$ cat config.mk
export PLATFORM = sky130hd
export DESIGN_NAME = rob_retire
export DESIGN_NICKNAME = d
export VERILOG_FILES = /design/src/rtl/rob_retire.sv
export SDC_FILE = /design/constraint.sdc
export NUM_CORES = 1
export LEC_CHECK = 0
export CORE_AREA = 2 2 463 465
export DETAILED_ROUTE_END_ITERATION = 8
export DIE_AREA = 0 0 465 467
export HOLD_SLACK_MARGIN = 0.03
export MAX_ROUTING_LAYER = met4
export RECOVER_POWER = 25
export SLEW_MARGIN = 30
export SYNTH_ARGS = -nofsm -noshare
export SYNTH_HDL_FRONTEND = slang
export SYNTH_SLANG_ARGS = --single-unit
$ cat constraint.sdc
create_clock -name clk -period 10 [get_ports clk]
set_input_delay 2.5 -clock clk [delete_from_list [all_inputs] [get_ports clk]]
set_output_delay 2.5 -clock clk [all_outputs]
set_load 0.05 [all_outputs]
$ cat src/rtl/rob_retire.sv
// In-order ROB retire stage: owns head/tail/count and drives RF, map-table and free strobes.
// Optional macro ROB_RETIRE_STATS_EN adds retire/write/full-stall counters.
package rob_retire_pkg;
    localparam int RV_XLEN = 32;

    typedef struct packed {
        logic alu;
        logic load;
        logic memwr;
        logic cjump;
        logic ucjump;
        logic ecall;
        logic unsupported;
    } ctrl_bits_t;

    typedef struct packed {
        logic               ready;
        logic [4:0]         rd;
        logic [RV_XLEN-1:0] value;
        ctrl_bits_t         ctrl_bits;
    } rob_entry;

    typedef struct packed {
        logic       in_rob;
        logic [7:0] tag;
    } map_table_entry;
endpackage

module rob_retire
    import rob_retire_pkg::*;
#(
    parameter int ROB_SIZE = 16,
    parameter int NUM_REGS = 32,
    parameter int XLEN     = RV_XLEN
) (
    input  logic             clk,
    input  logic             reset,
    input  logic             rob_increment,
    input  rob_entry         rob [ROB_SIZE],
    input  map_table_entry   map_table [NUM_REGS],
    output int               rob_head,
    output int               rob_tail,
    output int               rob_count,
    output logic             rf_we,
    output logic [4:0]       rf_waddr,
    output logic [XLEN-1:0]  rf_wdata,
    output logic             mt_clear,
    output logic [4:0]       mt_clear_reg,
    output logic             rob_free,
    output int               rob_free_tag,
`ifdef ROB_RETIRE_STATS_EN
    output logic [31:0]      retired_total,
    output logic [31:0]      rf_writes_total,
    output logic [31:0]      full_stall_cycles,
`endif
    output logic             halt
);
    localparam int IDX_W = (ROB_SIZE > 1) ? $clog2(ROB_SIZE) : 1;

    typedef enum logic {RUN, HALTED} state_t;

    state_t          state, state_n;
    logic [IDX_W-1:0] head_idx;
    logic [4:0]      head_rd;
    ctrl_bits_t      head_c;
    logic            retire, wr, clr, accept, stall;

    function automatic int wrap_inc(int p);
        return (p == ROB_SIZE) ? 1 : p + 1;
    endfunction

    assign head_idx = IDX_W'(rob_head - 1);
    assign head_rd  = rob[head_idx].rd;
    assign head_c   = rob[head_idx].ctrl_bits;

    // A stale ready bit on an empty ROB must never retire.
    assign retire = (state == RUN) && (rob_count > 0) && rob[head_idx].ready;
    assign wr     = (head_rd != 5'd0) && (head_c != '0)
                  && !(head_c.memwr || head_c.cjump
                       || head_c.ecall || head_c.unsupported);
    // Only clear the mapping if no younger instruction renamed rd.
    assign clr    = wr && (map_table[head_rd].tag == 8'(rob_head));
    assign stall  = rob_increment && (rob_count == ROB_SIZE) && !retire;
    assign accept = rob_increment && !stall;
    assign halt   = (state == HALTED);

    always_comb begin
        state_n = state;
        unique case (1'b1)
            (state == RUN): if (retire && head_c.ecall) state_n = HALTED;
            (state == HALTED): state_n = HALTED;
            default: state_n = state;
        endcase
    end

    always_ff @(posedge clk or negedge reset) begin
        if (!reset) begin
            state <= RUN;
        end else begin
            state <= state_n;
        end
    end

    always_ff @(posedge clk or negedge reset) begin
        if (!reset) begin
            rob_head  <= 1;
            rob_tail  <= 1;
            rob_count <= 0;
        end else begin
            if (retire) rob_head <= wrap_inc(rob_head);
            if (accept) rob_tail <= wrap_inc(rob_tail);
            if (accept && !retire) rob_count <= rob_count + 1;
            else if (retire && !accept) rob_count <= rob_count - 1;
        end
    end

    always_ff @(posedge clk or negedge reset) begin
        if (!reset) begin
            rf_we        <= 1'b0;
            rf_waddr     <= '0;
            rf_wdata     <= '0;
            mt_clear     <= 1'b0;
            mt_clear_reg <= '0;
            rob_free     <= 1'b0;
            rob_free_tag <= 0;
        end else begin
            rf_we    <= retire && wr;
            mt_clear <= retire && clr;
            rob_free <= retire;
            if (retire && wr) begin
                rf_waddr <= head_rd;
                rf_wdata <= XLEN'(rob[head_idx].value);
            end
            if (retire && clr) mt_clear_reg <= head_rd;
            if (retire) rob_free_tag <= rob_head;
        end
    end

`ifdef ROB_RETIRE_STATS_EN
    always_ff @(posedge clk or negedge reset) begin
        if (!reset) begin
            retired_total     <= '0;
            rf_writes_total   <= '0;
            full_stall_cycles <= '0;
        end else begin
            if (retire)        retired_total     <= retired_total + 32'd1;
            if (retire && wr)  rf_writes_total   <= rf_writes_total + 32'd1;
            if (stall)         full_stall_cycles <= full_stall_cycles + 32'd1;
        end
    end
`endif
endmodule
# Word-level counts from Yosys, hierarchy flattened
# Cells that the tools add are included.
# classes
add_sub_neg	5
magnitude_cmp	3
eq_ne	4
n_mux	12
bitwise	3
reduce_logical	23
# ops
op	count
45-bit binary-select mux with 4-bit select	1
32-bit two-way mux	4
32-bit by 2-bit adder with 32-bit output (second input constant)	3
32-bit by 6-bit equality test with 1-bit output (second input constant)	3
45-bit two-way mux	2
9-bit binary-select mux with 5-bit select	1
32-bit by 1-bit > comparator with 1-bit output (second input constant)	1
32-bit by 2-bit subtractor with 32-bit output (second input constant)	1
8-bit two-way mux	2
1-bit logical AND	13
8-bit equality test	1
7-bit nonzero test	1
6-bit >= comparator (second input constant)	1
5-bit inverter with 6-bit output	1
5-bit >= comparator (second input constant)	1
4-bit inverter with 5-bit output	1
5-bit nonzero test	1
1-bit zero test	4
4-bit by 2-bit subtractor with 4-bit output (second input constant)	1
1-bit logical OR	3
1-bit case mux with 2 select lines	1
2-bit nonzero test	1
1-bit two-way mux	1
1-bit inverter	1
# totals
regBits	174
input_bits	1011
elab_cells	61

# Depth between registers and ports, before layout
# depth
depth_word	14
ltp_mapped	29
depth_no_buf	22

# Worst setup path before layout
# OpenSTA, ideal clock, no wires.
# synth_path
path_type	in2reg
from	input port rob[89] in the netlist's numbering
to	register rob_count[24] in the netlist's numbering
setup_ns	0.116
arrival_time_ns	7.124
slack_ns	2.760
path_stages	20
n_path_buf	0
path_cell_list	mux4_2 > nand2_1 > and3_1 > a2111oi_0 > o21a_1 > inv_1 > ha_1 > inv_1 > ha_1 > nor2b_1 > o21a_1 > o21a_1 > a2bb2oi_1 > a311oi_1 > o31a_1 > o21ai_0 > a21oi_1 > o21ai_0 > or4_1 > o311ai_0
# synth_via
elab_chain_cells	11
# synth_rtl
element	line	source
start: declaration	39	input rob_entry rob [ROB_SIZE],
45-bit binary-select mux with 4-bit select *	77	assign retire = (state == RUN) && (rob_count > 0) && rob[head_idx].ready;
45-bit two-way mux (implied by the code) *	77	
45-bit two-way mux *	--	
1-bit logical AND *	77	
1-bit zero test	83, 112	
1-bit logical AND	83	assign stall = rob_increment && (rob_count == ROB_SIZE) && !retire;
1-bit zero test	84	assign accept = rob_increment && !stall;
1-bit logical AND	84	
1-bit zero test	113	else if (retire && !accept) rob_count <= rob_count - 1;
1-bit logical AND	113	
2-bit nonzero test (no source line)	--	
end signal: assignment	112	if (accept && !retire) rob_count <= rob_count + 1;
end signal: assignment	113	
end: declaration	43	output int rob_count,
# Mark *: on every way between the ends. The rest lies on a longest branch, timed or not. The select of a mux whose other input is x is not followed.
# A chain may end at the register's enable or synchronous reset.

# Worst setup path in the final report
# layout_path
from	register rob_head[0] in the netlist's numbering
to	register rob_count[24] in the netlist's numbering
# layout_via
elab_chain_cells	13
# layout_rtl
element	line	source
start: declaration	41	output int rob_head,
start signal: assignment	110	if (retire) rob_head <= wrap_inc(rob_head);
4-bit by 2-bit subtractor with 4-bit output *	72	assign head_idx = IDX_W'(rob_head - 1);
4-bit inverter with 5-bit output (implied by the code) *	77	
45-bit binary-select mux with 4-bit select *	77	
45-bit two-way mux (implied by the code) *	77	
45-bit two-way mux *	--	
1-bit logical AND *	77	
1-bit zero test	83, 112	
1-bit logical AND	83	
1-bit zero test	84	
1-bit logical AND	84	
1-bit zero test	113	
1-bit logical AND	113	
2-bit nonzero test (no source line)	--	
# Marked as above.

==> flow_summary.toml <==
[worst_setup_path]
worstPathCellList = "inv_1, ha_4, mux4_2, nand2_1, and3_1, a2111oi_2, buf_4, o21a_2, inv_1, ha_1, inv_1, ha_1, nor2b_1, o21a_1, o21a_1, a2bb2oi_1, a311oi_1, o31a_1, o21ai_0, a21oi_1, o21ai_0, or4_1, o311ai_0"
crit_buf_inv = 4
r2r_slack_ns = 1.89
path_delay_family = "compound AO/OA/AOI/OAI gates"
timing.rr.start = "rob_head[0]"
rr_endpoint = "rob_count[24]"
timing_worst_setup_path_type = "reg -> reg"
cp.arrival_ns = 8.51
cpPeakStageDelay_ns = 0.95
worst-r2r-cell-count = 23
crit_top_cell = "inv_1"
critPathRequiredTime_ns = 10.41
worst_path_max_delay_cell = "dfstp_4"
crit_path_end_kind = "flop"
start_kind = "flop"
cp_max_fo = 24

[run]
drv_cap = 1

[cts]
path_clk_slew_ns = 0.12
cts.sinks = 174
cts_hold_buf = 0
numCtsBuffers = 17
insertion_delay_ns = 0.55
cts_resized = 0
cts_htree_levels = 4
cts_tree = "yes"
ctsRootBufferMaster = "clkbuf_16"
cts_max_path_buffers = 2
cts_setup_buffers = 0

[yosys]
async_flop_share_pct = 100
synthSimpleGateAreaFrac_pct = 10.9
synth_compound_area_share_pct = 9.17
synth_edf_count = 0
syn_area_um2 = 16400
synth-adder-area-share_pct = 2.87
ys_ff_latch = 174
synthFlopType = "dfrtp_1"
netlist_instances = 1434
syn_area_per_cell_um2 = 11.4
synth_top_family_by_area = "multiplexers"
seq_area_frac_synth_pct = 26.6
synth_nets = 2482
muxShareOfSynthArea_pct = 41.7
synth-xor-area-share_pct = 4.86
ys_types = 71
yosysWarnings = 0

[timing]
rsz0062_at_grt = "false"
layout_setup_ws_ns = 1.89
tns_ns = 0
final_hold_viol_count = 0
final-max-slew-violation-count = 75
fin_crit_ns = 8.11
finalCritPeriodShare_pct = 81.1
finalSetupViolCount = 0
relSlewSlack_pct = -215
clock_skew_ns = 0.0417
max_freq_mhz = 123
max_slew.worst_pin.slew_ns = 4.73

[drt]
via_count = 18500
via_per_inst = 3.40
wire_per_inst_um = 26.9
drtIter0Drc = 1352
drc = 0
detail_route.first_pass.iterations = 5
routed_wl_um = 146000
ant_nets = 0

[floorplanning]
core_um2 = 212000
die_h_um = 467
die_x_um = 465
num_rows = 169
ioPinCount = 1185
dieArea_um2 = 217000
floorplan.initialDensity_pct = 7.73

[grt]
grt_usage_pct = 13.3
top_usage_layer = "met2"
grt_use_met3_pct = 3.75
grt_pass1_wl_um = 185000
overflow = 0
antenna_found_initial = 107
use_met2_pct = 22.3
grtUsageMet1_pct = 15.2
grt_max_degree = 98
grt_pass1_vias = 19100

[finish]
drive_gt1_share_pct = 14.6
final_cell_mix = "1,143 x clkdlybuf4s50_1, 191 x mux4_2, 172 x dfrtp_1"
layout_commonest_cell = "clkdlybuf4s50_1"
nets = 3588
area_delta_synth_final_pct = 96.1

[min_path]
hold_class = "reg -> reg"
whs_path_depth = 2
hp-start = "rf_waddr[0]"
holdPathEnd = "rf_waddr[0]"

[placement]
gp_congestion = 1.00
io_buffers = 1152
dp_hpwl_um = 129000
dp_slack_ns = 1.22

[pwr]
p_leak_nw = 11.6
vdd_ir_drop_max_uv = 301
p_per_area_nw_per_um2 = 339

[run_status]
violations = "max-capacitance violations, max-slew violations"
status = "finished with violations"
-- cell families (layout without fill, tap and decap cells) --
kind of cell / count (synthesis) / in the layout
compound gates: 230 / 230
simple gates: 347 / 347
xor+xnor: 90 / 90
buf+inv: 132 / 1251
other cells: 0 / 50
fa+ha+maj: 37 / 37
mux: 424 / 424
flops: 174 / 174
-- per-stage QoR --
stage               instances  total power [mW]  area [um^2]  util, %  hold WS [ns]
floorplan                1434              6.76        16400        -         0.632
global placement         5341              10.1        31300     14.8         0.464
detailed placement       5341              10.2        31300     14.8         0.467
CTS                      5373              11.1        32000     15.1         0.495
global route             5418              11.5        32100     15.2         0.524
finish                   5424              10.9        32100     15.2         0.491
-- layer usage --
| layer | up-vias | routed length, um |
|---|---|---|
| li1 | 7984 | - |
| met1 | 9210 | 58900 |
| met2 | 1104 | 70900 |
| met3 | 164 | 11100 |
| met4 | 0 | 5170 |
| met5 | - | 0 |
-- how the worst max path moves through the flow --
stage	from	to	cells past startpoint
2_1_floorplan	rob[89]	rob_count[24]	20
3_3_place_gp	rob[359]	rob_count[24]	22
3_5_place_dp	rob[359]	rob_count[24]	22
4_1_cts	rob_head[0]	rob_count[24]	22
5_1_grt	rob_head[0]	rob_count[24]	22
6_report	rob_head[0]	rob_count[24]	23
-- worst min-delay path, cell delays in order (launching register included) --
cell and delay (ns):
dfrtp_1 0.36, nand2_1 0.05, nand2_1 0.06
-- cell usage after synthesis (all sizes together) (36+ instances only) --
master  instances  area share [%]
buf            55             2.1
mux4          196              27
ha             36             2.8
o21ai          60             1.8
clkbuf         50             1.1
nor2           48             1.1
nand3          37             1.1
mux2           76             5.3
a21oi          48             1.5
dfrtp         172              26
mux2i         152             9.3
xnor2          66             3.6
nand2         100             2.3
-- report_power, final --
group	switching, mW	internal, mW	leakage (nW)
combinational	5.32	3.61	8.98
clock	0.444	0.367	0.306
sequential	0.248	0.882	2.28
-- final cells by class --
cell class	instances	area [um^2]
Antenna cell	50	125
Multi-Input combinational cell	1128	11500
Clock inverter	15	205
Clock buffer	17	425
Sequential cell	174	4360
Inverter	27	101
Timing Repair Buffer	1192	11900
Fill cell	23700	180000
Tap cell	2821	3530
(Power assumes the default switching activity.)
